`src/rtl/pipe_hazard_ctrl.sv`:
```
// Stall/flush sequencer for the 5-stage pipeline: load-use bubbles, branch flushes,
// data-memory freeze with timeout detection, and saturating stall/flush counters.
module pipe_hazard_ctrl #(
  parameter int unsigned CNT_W    = 16,
  parameter int unsigned MAX_WAIT = 64
) (
  input  logic             clk,
  input  logic             res,
  input  logic [4:0]       IF_ID_RS1,
  input  logic [4:0]       IF_ID_RS2,
  input  logic             IF_ID_uses_rs2,
  input  logic             ID_EX_MemRead,
  input  logic [4:0]       ID_EX_RD,
  input  logic             branch_taken,
  input  logic             dmem_busy,
  output logic             PC_write,
  output logic             IF_ID_write,
  output logic             IF_ID_flush,
  output logic             ID_EX_write,
  output logic             ID_EX_flush,
  output logic             EX_MEM_write,
  output logic             mem_timeout,
  output logic [CNT_W-1:0] stall_cnt,
  output logic [CNT_W-1:0] flush_cnt
);

  localparam logic [CNT_W-1:0] CNT_MAX    = '1;
  localparam logic [CNT_W-1:0] MAX_WAIT_C = CNT_W'(MAX_WAIT);

  typedef enum logic {ST_RUN, ST_WAIT} state_t;

  state_t           state, state_nxt;
  logic             pend_flush, pend_flush_nxt;
  logic [CNT_W-1:0] wait_cnt, wait_cnt_nxt;
  logic             timeout_nxt;
  logic             flush_evt;
  logic             load_use;

  assign load_use = ID_EX_MemRead && (ID_EX_RD != 5'd0) &&
                    ((ID_EX_RD == IF_ID_RS1) || (IF_ID_uses_rs2 && (ID_EX_RD == IF_ID_RS2)));

  // Next-state and pipeline controls; priority is busy > flush > load-use
  always_comb begin
    state_nxt      = state;
    pend_flush_nxt = pend_flush;
    wait_cnt_nxt   = wait_cnt;
    timeout_nxt    = mem_timeout;
    flush_evt      = 1'b0;
    PC_write       = 1'b1;
    IF_ID_write    = 1'b1;
    IF_ID_flush    = 1'b0;
    ID_EX_write    = 1'b1;
    ID_EX_flush    = 1'b0;
    EX_MEM_write   = 1'b1;

    if (res) begin
      PC_write     = 1'b0;
      IF_ID_write  = 1'b0;
      ID_EX_write  = 1'b0;
      EX_MEM_write = 1'b0;
      IF_ID_flush  = 1'b1;
      ID_EX_flush  = 1'b1;
    end else if (dmem_busy) begin
      PC_write       = 1'b0;
      IF_ID_write    = 1'b0;
      ID_EX_write    = 1'b0;
      EX_MEM_write   = 1'b0;
      pend_flush_nxt = pend_flush | branch_taken;
      if (state == ST_RUN) begin
        state_nxt    = ST_WAIT;
        wait_cnt_nxt = CNT_W'(1);
      end else begin
        if (wait_cnt != CNT_MAX) wait_cnt_nxt = wait_cnt + CNT_W'(1);
        if (wait_cnt >= MAX_WAIT_C) timeout_nxt = 1'b1;
      end
    end else begin
      state_nxt    = ST_RUN;
      wait_cnt_nxt = '0;
      if (branch_taken || pend_flush) begin
        IF_ID_flush    = 1'b1;
        ID_EX_flush    = 1'b1;
        pend_flush_nxt = 1'b0;
        flush_evt      = 1'b1;
      end else if (load_use) begin
        PC_write    = 1'b0;
        IF_ID_write = 1'b0;
        ID_EX_flush = 1'b1;
      end
    end
  end

  // State, sticky timeout and saturating perf counters
  always_ff @(posedge clk) begin
    if (res) begin
      state       <= ST_RUN;
      pend_flush  <= 1'b0;
      wait_cnt    <= '0;
      mem_timeout <= 1'b0;
      stall_cnt   <= '0;
      flush_cnt   <= '0;
    end else begin
      state       <= state_nxt;
      pend_flush  <= pend_flush_nxt;
      wait_cnt    <= wait_cnt_nxt;
      mem_timeout <= timeout_nxt;
      if (!PC_write && (stall_cnt != CNT_MAX)) stall_cnt <= stall_cnt + CNT_W'(1);
      if (flush_evt && (flush_cnt != CNT_MAX)) flush_cnt <= flush_cnt + CNT_W'(1);
    end
  end

endmodule

```
`config.mk`:
```
export PLATFORM = sky130hd
export DESIGN_NAME = pipe_hazard_ctrl
export DESIGN_NICKNAME = d
export VERILOG_FILES = /design/src/rtl/pipe_hazard_ctrl.sv
export SDC_FILE = /design/constraint.sdc
export NUM_CORES = 1
export LEC_CHECK = 0
export ABC_AREA = 1
export BUFFER_PORTS_ARGS = -buffer_cell sky130_fd_sc_hd__buf_2
export CELL_PAD_IN_SITES_DETAIL_PLACEMENT = 1
export CELL_PAD_IN_SITES_GLOBAL_PLACEMENT = 2
export CORE_ASPECT_RATIO = 0.6
export CORE_MARGIN = 5
export CORE_UTILIZATION = 30
export CTS_CLUSTER_SIZE = 12
export DETAILED_ROUTE_END_ITERATION = 12
export PLACE_DENSITY_LB_ADDON = 0.05
export SLEW_MARGIN = 0
export SYNTH_ARGS = -nofsm -noshare
export SYNTH_HDL_FRONTEND = slang
export SYNTH_SLANG_ARGS = --single-unit
```
`constraint.sdc`:
```
create_clock -name clk -period 2 [get_ports clk]
set_clock_uncertainty 0.1 [all_clocks]
set_input_delay 0.4 -clock clk [delete_from_list [all_inputs] [get_ports clk]]
set_output_delay 0.4 -clock clk [all_outputs]
set_load 0.02 [all_outputs]
```
==> qor.yml, run 1 <==
timing:
  finalSetupViolCount: 0
  period_minus_slack_ns: 1.88
  rsz0062_at_grt: "false"
  final-hold-violation-count: 0
  slew_viol_final: 0
  timing.final.ws_setup_ns: 0.121
  tns_ns: 0
  holdWs_ns: 0.264
  timing.final.crit_share: 0.940
  worst_slew_pin_slew_ns: 0.418
  relSlewSlack: 0.720
  fmax_ghz: 0.532
pwr:
  p_sw_frac: 0.251
  p_switching_uw: 552
  comb_power_share: 0.103
  power_frac_seq: 0.470
  p_leak_uw: 0.00167
  p_total_uw: 2200
  pwr-share-clk: 0.427
  power.density_nw_per_um2: 566
  vdd_drop_max_mv: 0.310
  p_int_uw: 1650
worst_setup_path:
  cp.required_ns: 2.08
  cp-startpoint: "flush_cnt[1]$_SDFFE_PP0P_"
  r2r_start: "flush_cnt[1]$_SDFFE_PP0P_"
  crit_end: "flush_cnt[12]$_SDFFE_PP0P_"
  crit_type: "flip-flop to flip-flop"
  reg2reg_slack_ns: 0.12
  crit_path_end_kind: "flip-flop"
  crit_arrival_ns: 1.96
  path_max_fanout: 5
  ff2ff_path_depth: 6
  rr_endpoint: "flush_cnt[12]$_SDFFE_PP0P_"
  startpoint_type: "flip-flop"
cts:
  cts_tree: "yes"
  htree_num_levels: 2
  clockRootBuffer: "clkbuf_16"
  clk_pin_slew_ns: 0.07
  clock_latency_ns: 0.29
  numCtsBuffers: 5
  cts.path.max_buffers: 2
  hold_buffers: 0
  clock-sinks: 51
global_route:
  grt_max_degree: 18
  grt_overflow_total: 0
  grt_pass1_vias: 3079
  grt_first_pass_wirelength_um: 15800
  grt_use_total: 0.159
  antenna_found_initial: 0
layout:
  n_fill_cell: 1316
  final_nets: 561
  drive_above_1_share: 0.246
  diodes: 0
  syn_to_final_growth_pct: 28.3
route:
  vias: 3161
  drc: 0
  drtPass1Iterations: 4
  drt-total-wl_um: 9800
  wl_per_cell_um: 14.6
  drtAntennaViolNets: 0
  dr.first_iter.drc_count: 125
  viasPerCell: 4.70
floorplan:
  fp.dieH_um: 87.9
  num_rows: 28
  coreArea_um2: 9880
  die_w_um: 140
  start_util: 0.307
  ios: 60
  die-area_um2: 12300
worst_hold_path:
  min_path_type: "input pin to flip-flop"
logic_synthesis:
  synth_top_area_frac: 0.337
  synth_edf_count: 0
  ys_seq_area_frac: 0.337
  yosys_warnings: 0
  synth_flop_cell: "dfxtp_1"
  synth_area_um2: 3030
  async_flop_share: 0
  synthesis.nets: 480
  ys_ff_latch: 51
  synth.distinct_cells: 36
  synth_top_area_cell: "dfxtp_1"
  synth_area_leaders: "dfxtp_1, nand2_1, nand3_1, inv_1, nor2_1"
  synthCells: 455
  synth_area_per_cell_um2: 6.67
placed_design:
  gp_congestion: 0.842
  post-place-ws_ns: -0.0547
  place.port_buffers: 59
  hpwl_um: 7800
run:
  drv_cap: 0
outcome:
  status: "completed"
-- synth_stat cells, types with 3 or more instances --
master and number:
xor2_1 17, a21oi_2 8, buf_2 3, nand2_1 118
nand3_1 41, dfxtp_1 51, a21oi_1 27, buf_4 3
clkbuf_1 3, nor4_1 4, nand4_1 9, a31oi_1 3
o21ai_0 12, inv_2 8, inv_1 52, ha_1 4
nor2_1 49, xnor2_1 11, nor3_1 12
-- cell families (layout without fill, tap and decap cells) --
logic type / after synthesis / in the layout / synth area share
flops: 51 / 51 / 0.337
simple gates: 244 / 244 / 0.358
compound gates: 56 / 56 / 0.109
buf+inv: 72 / 154 / 0.0990
xor+xnor: 28 / 28 / 0.0809
fa+ha+maj: 4 / 4 / 0.0165
-- registers in the layout, summed over array words and instances, names as in the netlist --
register	cells
flush_cnt	16
stall_cnt	16
wait_cnt	16
mem_timeout	1
pend_flush	1
state	1
-- power groups by stage --
stage	Clock [µW]	Combinational [µW]	Sequential [µW]
floorplan	0	112	1070
global placement	0	209	1060
detailed placement	0	211	1060
CTS	974	213	1040
global route	1010	253	1040
finish	940	227	1040
-- worst min path at each step --
stage / startpoint / endpoint / slack [ns] / cells after the start
2_1_floorplan: wait_cnt[1]$_SDFFE_PP0P_ / wait_cnt[1]$_SDFFE_PP0P_ / 0.36 / 2
6_report: branch_taken / pend_flush$_SDFFE_PP0P_ / 0.26 / 3
4_1_cts: branch_taken / pend_flush$_SDFFE_PP0P_ / 0.25 / 3
5_1_grt: branch_taken / pend_flush$_SDFFE_PP0P_ / 0.28 / 3
3_5_place_dp: mem_timeout$_SDFFE_PP0P_ / mem_timeout$_SDFFE_PP0P_ / 0.37 / 2
3_3_place_gp: mem_timeout$_SDFFE_PP0P_ / mem_timeout$_SDFFE_PP0P_ / 0.36 / 2
-- per-layer routing --
| layer | global-route usage | vias up | routed length [µm] |
|---|---|---|---|
| li1 | - | 1629 | - |
| met1 | 0.248 | 1468 | 5540 |
| met2 | 0.221 | 59 | 3750 |
| met3 | 0.0355 | 5 | 453 |
| met4 | 0.0317 | 0 | 60 |
| met5 | 0 | - | 0 |
-- metrics by stage --
stage / std cells / cell area [µm²] / utilization
3_3_place_gp: 663 / 3630 / 0.367
4_1_cts: 671 / 3790 / 0.384
6_report: 672 / 3890 / 0.394
3_5_place_dp: 663 / 3630 / 0.367
2_1_floorplan: 455 / 3060 / -
5_1_grt: 672 / 3890 / 0.394
-- layout by cell type, fill, tap and decap left out, drive strengths merged --
cell and n:
nand3 42, nand3b 1, ha 4, o21a 1, nand2 119, nor2 49, nand4 10, a21oi 35
buf 85, a221oi 1, a31o 1, xor2 17, clkbuf 7, nor3b 1, clkinv 1, a31oi 3
clkinvlp 2, o21bai 1, nor4 4, inv 59, xnor2 11, o21ai 13, o311ai 1, or2 2
nor3 15, dfxtp 51, or3 1
-- repair_timing --
item	CTS	global route
buffers inserted	0	1
pin swaps	0	18
resized for setup	2	26
gates cloned	0	0
endpoints found under the setup margin	2	20
-- critical path, cell delays in order (launching register included) --
cell and delay [ns]:
dfxtp_1 0.41, ha_2 0.28, nand2_1 0.08, or3_1 0.38
nor3_1 0.24, nand3_1 0.12, nor3b_1 0.15
-- layout make-up --
class	count	area (µm²)	share of cell area
Clock buffer	7	153	0.0392
Clock inverter	1	7.51	0.00193
Inverter	61	235	0.0605
Multi-Input combinational cell	332	1760	0.451
Sequential cell	51	1020	0.262
Tap cell	135	169	0.0434
Timing Repair Buffer	85	549	0.141
Note: power is estimated with default switching activity, not from simulation.
==> inputs of run 2 (changes only) <==
--- a/config.mk
+++ b/config.mk
@@ -5,13 +5,13 @@
 export SDC_FILE = /design/constraint.sdc
 export NUM_CORES = 1
 export LEC_CHECK = 0
-export ABC_AREA = 1
+export ABC_AREA = 0
 export BUFFER_PORTS_ARGS = -buffer_cell sky130_fd_sc_hd__buf_2
 export CELL_PAD_IN_SITES_DETAIL_PLACEMENT = 1
 export CELL_PAD_IN_SITES_GLOBAL_PLACEMENT = 2
 export CORE_ASPECT_RATIO = 0.6
 export CORE_MARGIN = 5
-export CORE_UTILIZATION = 30
+export CORE_UTILIZATION = 31
 export CTS_CLUSTER_SIZE = 12
 export DETAILED_ROUTE_END_ITERATION = 12
 export PLACE_DENSITY_LB_ADDON = 0.05
==> qor.yml, run 2 <==
global_route:
  antenna_found_initial: 0
  grt_use_total: 0.177
  grt_overflow_total: 0
  grt_pass1_vias: 2892
  grt_max_degree: 38
  grt_first_pass_wirelength_um: 14600
worst_setup_path:
  path_buf_inv: 3
  cp.depth: 9
  crit_top_cell: "buf_6"
  crit_chain: "buf_6 -> xor2_2 -> nor4_2 -> a32oi_2 -> buf_4 -> o21a_4 -> buf_6 -> or4_4 -> a21oi_2"
  crit_type: "input pin to flip-flop"
  cp.required_ns: 2.12
  crit_arrival_ns: 2.32
  crit_path_end_kind: "flip-flop"
  crit_family: "simple AND/OR/NAND/NOR gates"
  path_max_fanout: 7
  slowest_stage: "or4_4"
  ff2ff_path_depth: 7
  max_stage_delay_ns: 0.51
  startpoint_type: "input pin"
logic_synthesis:
  synth_area_per_cell_um2: 8.28
  synth_edf_count: 0
  yosysMostFrequentCell: "dfxtp_1"
  ys_ff_latch: 51
  synthesis.nets: 340
  synth_flop_cell: "dfxtp_1"
  synthTopCellsByCount: "dfxtp_1, nor2_1, nand3_1"
  synth_area_um2: 2610
  ys_seq_area_frac: 0.391
  synthCells: 315
  yosys_warnings: 0
  synth_top_area_cell: "dfxtp_1"
  async_flop_share: 0
  synth_top_area_frac: 0.391
  synth.distinct_cells: 42
  synth_area_leaders: "dfxtp_1, nor2_1, xnor2_1, xor2_1, nand3_1"
outcome:
  status: "finished with violations"
  violations: "negative setup slack"
timing:
  rsz0062_at_grt: "true"
  relSlewSlack: 0.685
  timing.final.ws_setup_ns: -0.196
  timing.final.crit_share: 1.10
  fmax_ghz: 0.455
  finalSetupViolCount: 18
  period_minus_slack_ns: 2.20
  holdWs_ns: 0.304
  slew_viol_final: 0
  final-hold-violation-count: 0
  worst_slew_pin_slew_ns: 0.472
placed_design:
  post-place-ws_ns: -0.417
  place.port_buffers: 59
  hpwl_um: 5970
  place_area_um2: 3380
  gp_congestion: 0.875
  placed_cells: 520
cts:
  cts.path.max_buffers: 2
  numCtsBuffers: 5
  htree_num_levels: 2
  clk_pin_slew_ns: 0.07
  hold_buffers: 0
  clock_latency_ns: 0.29
  clockRootBuffer: "clkbuf_16"
  cts_tree: "yes"
  clock-sinks: 51
route:
  dr.first_iter.drc_count: 72
  drtAntennaViolNets: 0
  drc: 0
  wl_met1_um: 4560
  drt-total-wl_um: 8990
  viasPerCell: 5.14
  wl_met3_um: 433
  wl_met2_um: 3940
  drtPass1Iterations: 4
  dr.max_layer_used: "met4"
  vias: 2785
  wl_per_cell_um: 16.6
worst_hold_path:
  hold_path_depth: 3
  min_path_type: "input pin to flip-flop"
pwr:
  vdd_drop_max_mv: 0.317
  power.density_nw_per_um2: 581
  p_leak_uw: 0.00160
run:
  drv_cap: 0
floorplan:
  num_rows: 25
  die_w_um: 128
  start_util: 0.325
  fp.dieH_um: 81.1
  ios: 60
  coreArea_um2: 8040
  die-area_um2: 10400
layout:
  finish.instance_area_um2: 3980
  top_regs: "flush_cnt x16, stall_cnt x16, wait_cnt x16"
  final_nets: 458
  diodes: 0
  layout_commonest_cell: "buf_4"
  layout.cells.most_common_list: "buf_4, buf_2, nor2_1"
  final_cell_count_no_fill: 542
  n_fill_cell: 972
  drive_above_1_share: 0.438
  ff_latch_area_um2: 1040
  syn_to_final_growth_pct: 52.6
  multiInputGateArea_um2: 1720
-- run 2: changes by cell type in the layout (fill, tap and decap cells not counted), sizes merged, moves of 11 or more --
cell / change
buf: +40
or4: +13
nand2: -104
a21oi: -18
o31ai: +11
nand3: -19
inv: -49
-- run 2: final timing paths --
| path | start | slack [ns] | to |
|---|---|---|---|
| worst max-delay path | IF_ID_RS2[3] | -0.20 | stall_cnt[7]$_SDFFE_PP0P_ |
| worst min-delay path | branch_taken | 0.30 | pend_flush$_SDFFE_PP0P_ |
| worst max register to register | stall_cnt[4]$_SDFFE_PP0P_ | -0.03 | stall_cnt[13]$_SDFFE_PP0P_ |
| worst min register to register | state$_SDFF_PP0_ | 0.36 | wait_cnt[0]$_SDFFE_PP0P_ |
-- run 2: cells by family after synthesis --
logic type / share of synthesized area
fa+ha+maj: 0.0192
mux: 0.0168
flops: 0.391
simple gates: 0.308
xor+xnor: 0.118
compound gates: 0.104
buf+inv: 0.0436
-- run 2: layer usage --
metal / GRT usage / vias up
met3: 0.0394 / 4
met4: 0.0360 / 0
li1: - / 1356
met1: 0.248 / 1359
met2: 0.281 / 66
met5: 0 / -
-- run 2: per-stage QoR --
| step | util | power, µW | TNS, ns |
|---|---|---|---|
| 5_1_grt | 0.495 | 2420 | -2.58 |
| 3_5_place_dp | 0.421 | 1250 | -5.66 |
| 6_report | 0.495 | 2310 | -2.00 |
| 2_1_floorplan | - | 1160 | -1.19 |
| 4_1_cts | 0.480 | 2330 | -1.57 |
| 3_3_place_gp | 0.421 | 1240 | -5.34 |
-- run 2: worst reg2reg max path: stages, from the launching register on --
cell and delay (ns):
dfxtp_2 0.32, and3_4 0.18, and3_4 0.18, and3_4 0.17
and2b_2 0.23, buf_4 0.18, or4_4 0.48, a21oi_2 0.13
-- run 2: what timing repair did --
action / 4_1_cts / 5_1_grt
pin swaps: 20 / 14
cloned: 1 / 0
endpoints found under the setup margin: 17 / 42
setup buffers: 11 / 2
gates resized for setup: 46 / 22
-- run 2: power by group --
group / switching [µW] / total (µW) / internal, µW
logic: 139 / 265 / 126
clock network: 391 / 1010 / 623
registers: 7.62 / 1030 / 1030
total: 538 / 2310 / 1780
-- run 2: area by class of cell --
cell class | count | share of cell area
Multi-Input combinational cell | 240 | 0.432
Sequential cell | 51 | 0.261
Timing Repair Buffer | 125 | 0.220
Clock buffer | 6 | 0.0349
Tap cell | 108 | 0.0339
Inverter | 10 | 0.00943
Clock inverter | 2 | 0.00880
==> inputs of run 3 (changes only) <==
--- a/config.mk
+++ b/config.mk
@@ -9,11 +9,12 @@
 export BUFFER_PORTS_ARGS = -buffer_cell sky130_fd_sc_hd__buf_2
 export CELL_PAD_IN_SITES_DETAIL_PLACEMENT = 1
 export CELL_PAD_IN_SITES_GLOBAL_PLACEMENT = 2
-export CORE_ASPECT_RATIO = 0.6
+export CORE_ASPECT_RATIO = 0.5
 export CORE_MARGIN = 5
 export CORE_UTILIZATION = 31
 export CTS_CLUSTER_SIZE = 12
 export DETAILED_ROUTE_END_ITERATION = 12
+export HOLD_SLACK_MARGIN = 0.06
 export PLACE_DENSITY_LB_ADDON = 0.05
 export SLEW_MARGIN = 0
 export SYNTH_ARGS = -nofsm -noshare
==> qor.yml, run 3 (synthesis gave the netlist of run 2 again) <==
route:
  drtPass1Iterations: 4
  dr.first_iter.drc_count: 95
  wl_met2_um: 4240
  vias: 2675
  drc: 0
  wl_met3_um: 184
  viasPerCell: 5.02
  drt-total-wl_um: 8400
  wl_per_cell_um: 15.8
  dr.max_layer_used: "met4"
  drtAntennaViolNets: 0
  wl_met1_um: 3860
worst_setup_path:
  cp.required_ns: 2.12
  path_max_fanout: 7
  crit_type: "input pin to flip-flop"
  startpoint_type: "input pin"
  crit_arrival_ns: 2.30
  crit_path_end_kind: "flip-flop"
timing:
  period_minus_slack_ns: 2.18
  rsz0062_at_grt: "true"
  finalSetupViolCount: 17
  timing.final.ws_setup_ns: -0.177
  timing.final.crit_share: 1.09
  final-hold-violation-count: 0
  worst_slew_pin_slew_ns: 0.433
  slew_viol_final: 0
  fmax_ghz: 0.459
  relSlewSlack: 0.710
layout:
  layout_commonest_cell: "buf_2"
  syn_to_final_growth_pct: 44.9
  diodes: 0
  final_cell_count_no_fill: 533
  n_fill_cell: 990
  final_nets: 445
  top_regs: "flush_cnt x16, stall_cnt x16, wait_cnt x16"
  layout.cells.most_common_list: "buf_2, nor2_1, buf_4"
  drive_above_1_share: 0.411
cts:
  cts_tree: "yes"
  numCtsBuffers: 5
  clockRootBuffer: "clkbuf_16"
  clock-sinks: 51
  htree_num_levels: 2
  clk_pin_slew_ns: 0.06
  cts.path.max_buffers: 2
  clock_latency_ns: 0.29
floorplan:
  num_rows: 23
  coreArea_um2: 8090
  ios: 60
  die-area_um2: 10500
  start_util: 0.323
  die_w_um: 140
  fp.dieH_um: 74.9
pwr:
  p_leak_uw: 0.00150
  power.density_nw_per_um2: 559
  vdd_drop_max_mv: 0.317
placed_design:
  post-place-ws_ns: -0.447
  hpwl_um: 5820
  gp_congestion: 0.786
  place.port_buffers: 59
  placed_cells: 510
run:
  drv_cap: 0
worst_hold_path:
  min_path_type: "flip-flop to flip-flop"
global_route:
  grt_max_degree: 28
  grt_use_total: 0.162
  grt_overflow_total: 0
  grt_first_pass_wirelength_um: 13800
  grt_pass1_vias: 2820
  antenna_found_initial: 0
outcome:
  status: "finished with violations"
  violations: "negative setup slack"
## run 3: cell count changes in the layout (fill, tap and decap cells not counted), moves of 3 or more
cell	previous run	this run
buf_2	50	55
buf_4	60	47
buf_6	13	8
or4_1	8	5
or4_4	5	8
xor2_1	13	17
xor2_2	4	0
## run 3: stage by stage
step | hold WS (ns) | power [µW] | setup TNS, ns | area, µm² | utilization
global route | 0.361 | 2200 | -3.61 | 3780 | 0.467
detailed placement | 0.318 | 1240 | -6.62 | 3300 | 0.408
global placement | 0.311 | 1230 | -5.34 | 3300 | 0.408
finish | 0.326 | 2110 | -2.09 | 3780 | 0.467
floorplan | 0.307 | 1160 | -1.19 | 2650 | -
CTS | 0.328 | 2120 | -1.85 | 3590 | 0.445
## run 3: path summary, 6_finish.rpt
| check | cells after the start | slack [ns] | start | end |
|---|---|---|---|---|
| setup / recovery | 8 | -0.18 | ID_EX_RD[3] | stall_cnt[4]$_SDFFE_PP0P_ |
| hold / removal | 1 | 0.33 | state$_SDFF_PP0_ | wait_cnt[0]$_SDFFE_PP0P_ |
| hold reg to reg | 1 | 0.33 | state$_SDFF_PP0_ | wait_cnt[0]$_SDFFE_PP0P_ |
| setup reg to reg | 7 | -0.04 | stall_cnt[9]$_SDFFE_PP0P_ | stall_cnt[13]$_SDFFE_PP0P_ |
## run 3: area by class of cell
| cell class | count | area [µm²] | share of cell area |
|---|---|---|---|
| clock buffer | 7 | 133 | 0.0351 |
| clock inverter | 1 | 5.00 | 0.00132 |
| inverter | 10 | 37.5 | 0.00993 |
| multi-input combinational | 240 | 1670 | 0.443 |
| sequential | 51 | 1040 | 0.274 |
| tap | 112 | 140 | 0.0371 |
| timing repair buffer | 112 | 753 | 0.199 |
## run 3: layer usage
metal  vias to the layer above  GRT usage
li1                       1330          -
met2                        26      0.309
met3                        12     0.0355
met1                      1307      0.190
met5                         -          0
met4                         0     0.0440
## run 3: power by group
group	switching, µW	internal (µW)	total [µW]
clock	378	464	842
combinational	129	109	238
sequential	6.54	1030	1030
total	513	1600	2110
## run 3: worst max-delay path, stage by stage
cell and delay, ns:
buf_8 0.10, xor2_1 0.15, nor4_2 0.34, a32oi_2 0.21
o21a_4 0.31, buf_6 0.15, or4_4 0.51, a21oi_2 0.12
## run 3: repair_timing
| item | in CTS | in global routing |
|---|---|---|
| gates cloned | 1 | 0 |
| gates resized for setup | 25 | 32 |
| pin swaps | 10 | 19 |
| endpoints found under the setup margin | 18 | 22 |
| endpoints found under the hold margin | 0 | 0 |
| hold buffers | 0 | 0 |
| setup buffers | 7 | 7 |
